--- src/rtl/load_store_unit_if.sv ---
`default_nettype none
// ============================================================================
// Module      : load_store_unit_if
// Description : Bundle of the core-side request/response handshake and the
//               word-addressed data-memory port of the load/store unit.
//   slave  modport : the load/store unit itself
//   master modport : the core + data memory side
//   req_*   : request (valid/ready handshake, we, size, sext, addr, wdata)
//   resp_*  : one-cycle completion pulse with load data and error flag
//   mem_*   : word address, write data, write/read strobes, read data
// Revision    : 1.0 - initial release
// ============================================================================
interface load_store_unit_if;
    logic        req_valid;
    logic        req_ready;
    logic        req_we;
    logic [1:0]  req_size;
    logic        req_sext;
    logic [31:0] req_addr;
    logic [31:0] req_wdata;
    logic        resp_valid;
    logic [31:0] resp_rdata;
    logic        resp_err;
    logic [31:0] mem_addr;
    logic [31:0] mem_wdata;
    logic        mem_write;
    logic        mem_read;
    logic [31:0] mem_rdata;

    modport slave (
        input  req_valid, req_we, req_size, req_sext, req_addr, req_wdata,
        input  mem_rdata,
        output req_ready, resp_valid, resp_rdata, resp_err,
        output mem_addr, mem_wdata, mem_write, mem_read
    );

    modport master (
        output req_valid, req_we, req_size, req_sext, req_addr, req_wdata,
        output mem_rdata,
        input  req_ready, resp_valid, resp_rdata, resp_err,
        input  mem_addr, mem_wdata, mem_write, mem_read
    );
endinterface
`default_nettype wire

--- src/rtl/load_store_unit.sv ---
`default_nettype none
// ============================================================================
// Module      : load_store_unit
// Description : Converts byte-addressed byte/half/word loads and stores into
//               word accesses on a memory without byte enables. Sub-word
//               stores run as read-modify-write (IDLE -> RD -> WR).
// Ports       : clock   - rising-edge clock
//               reset_n - asynchronous active-low reset
//               bus     - load_store_unit_if.slave (request, response and
//                         memory port signals)
// Parameters  : ADDR_WIDTH - memory word-address width (default 8)
// Options     : LSU_MISALIGN_TRAP_EN - when defined, misaligned half/word
//               requests complete with resp_err instead of being aligned.
// Revision    : 1.0 - initial release
// ============================================================================
module load_store_unit #(
    parameter int ADDR_WIDTH = 8
) (
    input  logic               clock,
    input  logic               reset_n,
    load_store_unit_if.slave   bus
);

    localparam logic [1:0] S_IDLE = 2'd0;
    localparam logic [1:0] S_RD   = 2'd1;
    localparam logic [1:0] S_WR   = 2'd2;

    localparam logic [1:0] SZ_BYTE = 2'b00;
    localparam logic [1:0] SZ_HALF = 2'b01;
    localparam logic [1:0] SZ_WORD = 2'b10;
    localparam logic [1:0] SZ_BAD  = 2'b11;

    logic [1:0]            state_q,  state_d;
    logic                  we_q,     we_d;
    logic [1:0]            size_q,   size_d;
    logic                  sext_q,   sext_d;
    logic [1:0]            off_q,    off_d;
    logic [ADDR_WIDTH-1:0] waddr_q,  waddr_d;
    logic [31:0]           wdata_q,  wdata_d;
    logic [31:0]           merge_q,  merge_d;
    logic                  rvalid_q, rvalid_d;
    logic                  rerr_q,   rerr_d;
    logic [31:0]           rdata_q,  rdata_d;

    logic                  w_misalign;
    logic                  w_req_err;
    logic [1:0]            w_req_off;
    logic [4:0]            w_shamt;
    logic [31:0]           w_shifted;
    logic [31:0]           w_load;
    logic [31:0]           w_lane_mask;
    logic [31:0]           w_merged;
    logic                  w_unused_addr;

    // Address bits above the memory word range are intentionally discarded.
    assign w_unused_addr = &{1'b0, bus.req_addr[31:ADDR_WIDTH+2]};

`ifdef LSU_MISALIGN_TRAP_EN
    assign w_misalign = ((bus.req_size == SZ_HALF) && bus.req_addr[0]) ||
                        ((bus.req_size == SZ_WORD) && (bus.req_addr[1:0] != 2'b00));
`else
    assign w_misalign = 1'b0;
`endif

    assign w_req_err = (bus.req_size == SZ_BAD) || w_misalign;

    // Byte offset inside the word; misaligned halves/words are forced onto
    // their natural boundary (only reachable when trapping is disabled).
    always_comb begin
        case (bus.req_size)
            SZ_BYTE: w_req_off = bus.req_addr[1:0];
            SZ_HALF: w_req_off = {bus.req_addr[1], 1'b0};
            default: w_req_off = 2'b00;
        endcase
    end

    assign w_shamt   = {off_q, 3'b000};
    assign w_shifted = bus.mem_rdata >> w_shamt;

    always_comb begin
        case (size_q)
            SZ_BYTE: w_load = {{24{sext_q & w_shifted[7]}},  w_shifted[7:0]};
            SZ_HALF: w_load = {{16{sext_q & w_shifted[15]}}, w_shifted[15:0]};
            default: w_load = bus.mem_rdata;
        endcase
    end

    // Sub-word store: replace only the addressed lane(s) of the captured word.
    assign w_lane_mask = ((size_q == SZ_BYTE) ? 32'h0000_00FF : 32'h0000_FFFF) << w_shamt;
    assign w_merged    = (merge_q & ~w_lane_mask) | ((wdata_q << w_shamt) & w_lane_mask);

    always_comb begin
        state_d  = state_q;
        we_d     = we_q;
        size_d   = size_q;
        sext_d   = sext_q;
        off_d    = off_q;
        waddr_d  = waddr_q;
        wdata_d  = wdata_q;
        merge_d  = merge_q;
        rvalid_d = 1'b0;
        rerr_d   = 1'b0;
        rdata_d  = 32'h0;

        case (state_q)
            S_IDLE: begin
                if (bus.req_valid) begin
                    we_d    = bus.req_we;
                    size_d  = bus.req_size;
                    sext_d  = bus.req_sext;
                    off_d   = w_req_off;
                    waddr_d = bus.req_addr[ADDR_WIDTH+1:2];
                    wdata_d = bus.req_wdata;
                    if (w_req_err) begin
                        rvalid_d = 1'b1;
                        rerr_d   = 1'b1;
                    end else if (bus.req_we && (bus.req_size == SZ_WORD)) begin
                        state_d = S_WR;
                    end else begin
                        state_d = S_RD;
                    end
                end
            end
            S_RD: begin
                if (we_q) begin
                    merge_d = bus.mem_rdata;
                    state_d = S_WR;
                end else begin
                    rvalid_d = 1'b1;
                    rdata_d  = w_load;
                    state_d  = S_IDLE;
                end
            end
            S_WR: begin
                rvalid_d = 1'b1;
                state_d  = S_IDLE;
            end
            default: state_d = S_IDLE;
        endcase
    end

    always_ff @(posedge clock or negedge reset_n) begin
        if (!reset_n) begin
            state_q  <= S_IDLE;
            we_q     <= 1'b0;
            size_q   <= 2'b00;
            sext_q   <= 1'b0;
            off_q    <= 2'b00;
            waddr_q  <= '0;
            wdata_q  <= 32'h0;
            merge_q  <= 32'h0;
            rvalid_q <= 1'b0;
            rerr_q   <= 1'b0;
            rdata_q  <= 32'h0;
        end else begin
            state_q  <= state_d;
            we_q     <= we_d;
            size_q   <= size_d;
            sext_q   <= sext_d;
            off_q    <= off_d;
            waddr_q  <= waddr_d;
            wdata_q  <= wdata_d;
            merge_q  <= merge_d;
            rvalid_q <= rvalid_d;
            rerr_q   <= rerr_d;
            rdata_q  <= rdata_d;
        end
    end

    assign bus.req_ready  = (state_q == S_IDLE);
    assign bus.resp_valid = rvalid_q;
    assign bus.resp_err   = rerr_q;
    assign bus.resp_rdata = rdata_q;
    assign bus.mem_read   = (state_q == S_RD);
    assign bus.mem_write  = (state_q == S_WR);
    assign bus.mem_addr   = ((state_q == S_RD) || (state_q == S_WR)) ? 32'(waddr_q) : 32'h0;
    assign bus.mem_wdata  = (state_q != S_WR)   ? 32'h0   :
                            (size_q == SZ_WORD) ? wdata_q : w_merged;

endmodule
`default_nettype wire

--- src/flat_wrapper.sv ---
// flat-port wrapper written by rule: the top's interface ports become plain ports
module load_store_unit_flat 
#(
    parameter int ADDR_WIDTH = 8
)
  (clock, reset_n, bus_req_valid, bus_req_we, bus_req_size, bus_req_sext, bus_req_addr, bus_req_wdata, bus_mem_rdata, bus_req_ready, bus_resp_valid, bus_resp_rdata, bus_resp_err, bus_mem_addr, bus_mem_wdata, bus_mem_write, bus_mem_read);
  load_store_unit_if bus_i ();
  input  logic clock;
  input  logic reset_n;
  input wire logic [$bits(bus_i.req_valid)-1:0] bus_req_valid;
  input wire logic [$bits(bus_i.req_we)-1:0] bus_req_we;
  input wire logic [$bits(bus_i.req_size)-1:0] bus_req_size;
  input wire logic [$bits(bus_i.req_sext)-1:0] bus_req_sext;
  input wire logic [$bits(bus_i.req_addr)-1:0] bus_req_addr;
  input wire logic [$bits(bus_i.req_wdata)-1:0] bus_req_wdata;
  input wire logic [$bits(bus_i.mem_rdata)-1:0] bus_mem_rdata;
  output wire logic [$bits(bus_i.req_ready)-1:0] bus_req_ready;
  output wire logic [$bits(bus_i.resp_valid)-1:0] bus_resp_valid;
  output wire logic [$bits(bus_i.resp_rdata)-1:0] bus_resp_rdata;
  output wire logic [$bits(bus_i.resp_err)-1:0] bus_resp_err;
  output wire logic [$bits(bus_i.mem_addr)-1:0] bus_mem_addr;
  output wire logic [$bits(bus_i.mem_wdata)-1:0] bus_mem_wdata;
  output wire logic [$bits(bus_i.mem_write)-1:0] bus_mem_write;
  output wire logic [$bits(bus_i.mem_read)-1:0] bus_mem_read;
  assign bus_i.req_valid = bus_req_valid;
  assign bus_i.req_we = bus_req_we;
  assign bus_i.req_size = bus_req_size;
  assign bus_i.req_sext = bus_req_sext;
  assign bus_i.req_addr = bus_req_addr;
  assign bus_i.req_wdata = bus_req_wdata;
  assign bus_i.mem_rdata = bus_mem_rdata;
  assign bus_req_ready = bus_i.req_ready;
  assign bus_resp_valid = bus_i.resp_valid;
  assign bus_resp_rdata = bus_i.resp_rdata;
  assign bus_resp_err = bus_i.resp_err;
  assign bus_mem_addr = bus_i.mem_addr;
  assign bus_mem_wdata = bus_i.mem_wdata;
  assign bus_mem_write = bus_i.mem_write;
  assign bus_mem_read = bus_i.mem_read;
  load_store_unit #(.ADDR_WIDTH(ADDR_WIDTH)) u_core (.clock(clock), .reset_n(reset_n), .bus(bus_i));
endmodule
--- config.mk ---
export PLATFORM = sky130hd
export DESIGN_NAME = load_store_unit_flat
export DESIGN_NICKNAME = d
export VERILOG_FILES = /design/src/rtl/load_store_unit_if.sv /design/src/rtl/load_store_unit.sv /design/src/flat_wrapper.sv
export SDC_FILE = /design/constraint.sdc
export NUM_CORES = 1
export LEC_CHECK = 0
export ABC_AREA = 1
export CORE_MARGIN = 10
export CORE_UTILIZATION = 50
export CTS_CLUSTER_SIZE = 8
export DETAILED_ROUTE_END_ITERATION = 10
export HOLD_SLACK_MARGIN = 0.05
export PLACE_DENSITY = 0.95
export SLEW_MARGIN = 20
export SYNTH_ARGS = -nofsm -noshare
export SYNTH_HDL_FRONTEND = slang
export SYNTH_SLANG_ARGS = --single-unit
--- constraint.sdc ---
create_clock -name clock -period 4.72 [get_ports clock]
set_clock_uncertainty 0.15 [all_clocks]
set_input_delay 0.472 -clock clock [delete_from_list [all_inputs] [get_ports clock]]
set_output_delay 0.472 -clock clock [all_outputs]
set_load 0.01 [all_outputs]
After elaboration in Yosys (flattened, before gate mapping) --
Index checks and enable logic that the tools add are counted.
Operators by class: shift operators 3, muxes and demuxes 18, bitwise logic cells 6, reductions and logical operators 8, equal/unequal tests 10
Operators with widths (number):
- two-way mux 32 bit | 4
- bitwise AND 32 bit | 2
- case mux 32 bit (2 select lines) | 1
- left shift 32 x 5 -> 32 bit | 2
- inverter 32 bit | 1
- bitwise OR 32 bit | 1
- right shift 32 x 5 -> 16 bit | 1
- two-way mux 16 bit | 1
- equality test 2 bit, second input constant | 4
- two-way mux 2 bit | 4
- two-way mux 8 bit | 1
- case mux 2 bit (2 select lines) | 2
- equality test 2 x 1 -> 1 bit, second input constant | 3
- zero test 2 bit | 3
- inequality test 2 bit, second input constant | 3
- AND reduction 2 bit | 3
- two-way mux 1 bit | 4
- case mux 1 bit (3 select lines) | 1
- bitwise AND 1 bit | 2
- logical AND 1 bit | 1
- logical OR 1 bit | 1
Word-level totals: output and inout port bits 101, logic and storage cells 56, register bits after elaboration 114

Longest topological paths before layout --
depth after elaboration 8, depth in mapped cells 11, gate-level depth less buffers 9

Least setup slack after synthesis --
OpenSTA, ideal clock, no wires.
path type register to output, from reg u_core.off_q[0], to out bus_mem_wdata[22], buffers on the path 2, path slack 2.752 ns, stages on the path, launching flop included 10, data arrival time 1.346 ns, cell sequence dfrtp_1 buf_4 inv_2 nor2_2 a21oi_4 buf_2 nand2_1 nand2_1 nor2_1 nor2_1
On the way: word-level cells in the longest chain between the ends 6, elaborated cells on any way between the ends 8, classes of those cells shift (2); mux (2); bitwise (4)
Ends and longest elaborated chain:
- from (decl) | RTL line load_store_unit.sv:37 | logic [1:0] off_q, off_d;
- from (signal assigned) | RTL line load_store_unit.sv:148 | off_q <= 2'b00;
- from (signal assigned) | RTL line load_store_unit.sv:160 | off_q <= off_d;
- left shift 32 x 5 -> 32 bit | RTL line load_store_unit.sv:89 | assign w_lane_mask = ((size_q == SZ_BYTE) ? 32'h0000_00FF : 32'h0000_FFFF) << w_shamt;
- inverter 32 bit | RTL line load_store_unit.sv:90 | assign w_merged = (merge_q & ~w_lane_mask) | ((wdata_q << w_shamt) & w_lane_mask);
- bitwise AND 32 bit | RTL line load_store_unit.sv:90
- bitwise OR 32 bit * | RTL line load_store_unit.sv:90
- two-way mux 32 bit * | RTL line load_store_unit.sv:178 | (size_q == SZ_WORD) ? wdata_q : w_merged;
- two-way mux 32 bit * | RTL line load_store_unit.sv:177 | assign bus.mem_wdata = (state_q != S_WR) ? 32'h0 :
- to (decl) | RTL line flat_wrapper.sv:22 | output wire logic [$bits(bus_i.mem_wdata)-1:0] bus_mem_wdata;
Every way passes the cells marked *; elsewhere a longest branch is shown, timed or not.

Final worst setup path --
from reg u_core.size_q[1], to out bus_mem_wdata[0]
On the way: word-level cells in the longest chain between the ends 8, elaborated cells on any way between the ends 10, classes of those cells eq/ne (1); shift (1); mux (3); bitwise (4); reduce/logical (1)
Ends and longest elaborated chain:
- from (decl) | RTL line load_store_unit.sv:35 | logic [1:0] size_q, size_d;
- from (signal assigned) | RTL line load_store_unit.sv:158 | size_q <= size_d;
- zero test 2 bit | RTL line load_store_unit.sv:89
- two-way mux 16 bit | RTL line load_store_unit.sv:89
- left shift 32 x 5 -> 32 bit | RTL line load_store_unit.sv:89
- inverter 32 bit | RTL line load_store_unit.sv:90
- bitwise AND 32 bit | RTL line load_store_unit.sv:90
- bitwise OR 32 bit | RTL line load_store_unit.sv:90
- two-way mux 32 bit * | RTL line load_store_unit.sv:178
- two-way mux 32 bit * | RTL line load_store_unit.sv:177
Marks and branches as above.

==> out/results.txt <==
Worst EP arrival: 3560 ps
Number of global-route vias before repair: 6,209
Final hold violation count: 0
First-pass GRT wire length: 32,000 um
Port bufs: 157
DR WL/cell: 17.4 um
Period utilization: 88.6%
Max Fclk: 0.239 GHz
Drt pass-1 iters: 6
Worst-path maximum fanout: 30
Ports: 204
Peak VDD IR: 455 uV
Max clock buf depth: 2
Largest net degree at the start of global routing: 76
TritonCTS buffer count: 17
Die area: 17,300 um2
Combinational share of power: 46.4%
Crit path required time: 4100 ps
Synth cell types: 31
Placed wire-length estimate: 14,400 um
Post-CTS Hold Buffers: 0
Hold WC Path Type: primary input to async pin
Antenna viol nets, final: 0
Ys Warns: 0
Async S/R FF share, synth: 100%
CTS Sinks: 114
Sw Share: 41.4%
Number of gates resized after cts: 0
DRT iter0 DRCs: 610
Reg2reg start: u_core.off_q[0]
Sequential Power Share: 29.3%
Inst Count DP: 1,133
Final Max Tran Viols: 0
Gr usage total: 22.8%
Htree depth: 4
Most numerous cell in the Yosys netlist: nand2_1
Clk Latency, worst-skew pair: 420 ps
Site row count: 40
Clock power frac: 24.2%
Crit end category: primary output
Pwr/cell area: 684 nW/um2
FF+latch count, synth: 114
Net Switching: 2380 uW
Share of cells above drive strength 1: 9.23%
Cells after synthesis: 845
Number of fillers in the final layout: 910
Final nets: 1,091
DRC: 0
Initial antenna violation count: 0
Status: completed
Fin util: 69.4%
Chip height: 132 um
Setup bufs post-CTS: 0
Setup TNS: 0 ps
Top cells by count, synth: nand2_1 (274), dfrtp_1 (114), inv_1 (79)
Top post-synthesis cells by area: dfrtp_1 (46%), nand2_1 (17%), o21ai_0 (6.0%)
Final min period: 4180 ps
Area leader, netlist: dfrtp_1
DR vias/cell: 5.33
Worst setup SP type: flop
Post-route cell area: 8400 um2
Final setup vio count: 0
Non-Filler Instances: 1,165
Width of the die: 132 um
Max_slew headroom: 29.3%
Reg2reg setup slack: 2150 ps
Post-Place Cell Area: 7750 um2
Layout area overhead: 34.9%
CTS tree: built
Grt ovf: 0
Worst-path clk slew: 50 ps
RSZ-0062 raised after global routing: false
Sequential fraction of the synthesis area: 45.8%
EDFF count, synth: 0
WS Path Type: flop to primary output
Root buf cell: clkbuf_16
P_int: 3370 uW
# diodes: 0
Syn Area/Cell: 7.37 um2
Synth Flop Type: dfrtp_1
Core ar.: 12,100 um2
Total number of vias: 6,215
Starting Density: 51.4%
Routed wire length: 20,200 um
Synthesized cell area: 6230 um2
GPL Wtd Cong: 0.956
Critical Path Start: u_core.size_q[1]
Leakage: 0.00427 uW
Top-area cell type share of the netlist area: 45.8%
Max-cap violation count: 0
Worst-margin pin slew: 1060 ps
[placed cells by master, fill, tap and decap left out, drive strengths merged]
| cell type | n |
|---|---|
| a21oi | 40 |
| a31oi | 1 |
| buf | 6 |
| bufinv | 4 |
| clkbuf | 22 |
| clkdlybuf4s50 | 156 |
| clkinv | 5 |
| clkinvlp | 1 |
| conb | 24 |
| dfrtp | 114 |
| ha | 4 |
| inv | 99 |
| mux2 | 8 |
| nand2 | 289 |
| nand3 | 65 |
| nand4 | 1 |
| nor2 | 58 |
| nor3 | 1 |
| o21ai | 91 |
| or2 | 8 |
[metrics by stage]
| stage | power [uW] | hold WS (ps) | setup slack, ps |
|---|---|---|---|
| 5_1_grt | 6110 | 111 | 294 |
| 3_5_place_dp | 4270 | 317 | 1110 |
| 6_report | 5750 | 28.1 | 537 |
| 4_1_cts | 5700 | 84.8 | 603 |
| 2_1_floorplan | 3270 | 26.4 | 2750 |
| 3_3_place_gp | 4180 | 309 | 1160 |
[logic make-up after synthesis]
group                      count (synthesis)  synth area share [%]
buffers and inverters                    164                  12.0
and+or+nand+nor                          422                  29.0
other                                      1                0.0602
DFF                                      114                  45.8
muxes                                      8                  1.45
AOI/OAI and AO/OA                        132                  10.8
adders and majority gates                  4                 0.804
[area by class of cell]
class	instances	area [um2]	area share (%)
flip-flops and latches	114	2850	34.0
multi-input cells	590	2710	32.3
repair buffers	162	1610	19.1
clock buffers	22	494	5.88
inverters	99	372	4.42
well taps	168	210	2.50
clock inverters	10	153	1.82
[worst paths after layout]
path                            depth (start not counted)                        end
worst max-delay path                                    6           bus_mem_wdata[0]
worst min-delay path                                    1  u_core.bus.resp_rdata[28]
worst max register to register                          6   u_core.bus.resp_rdata[3]
worst min register to register                          2         u_core.wdata_q[24]
max in group asynchronous                               2          u_core.waddr_q[7]
min in group clock                                      2         u_core.wdata_q[24]
[flip-flops by register name (all words and copies together) (netlist names)]
name	flops
u_core.we_q	1
u_core.waddr_q	8
u_core.bus.resp_rdata	32
u_core.size_q	2
u_core.sext_q	1
u_core.bus.resp_valid	1
u_core.merge_q	32
u_core.state_q	2
u_core.wdata_q	32
u_core.off_q	2
u_core.bus.resp_err	1
[critical path, cell delays in order, from the launching register on]
cell	delay, ps
dfrtp_1	1010
nand2_1	750
nand2_1	520
inv_2	130
o21ai_1	190
nor2_1	60
clkdlybuf4s50_1	480
[power by group through the flow]
| stage | combinational (uW) | clock [uW] | sequential [uW] |
|---|---|---|---|
| detailed placement | 2590 | 0 | 1680 |
| CTS | 2640 | 1390 | 1670 |
| finish | 2670 | 1390 | 1690 |
| global route | 2950 | 1450 | 1710 |
| floorplan | 1700 | 0 | 1570 |
| global placement | 2520 | 0 | 1660 |
[metal layers]
layer	GRT usage [%]	routed length (um)	vias to the layer above
li1	-	-	2875
met1	25.7	7380	2839
met2	38.2	9840	420
met3	8.50	2300	81
met4	8.90	717	0
met5	0	0	-
Note: power is estimated with default switching activity, not from simulation.
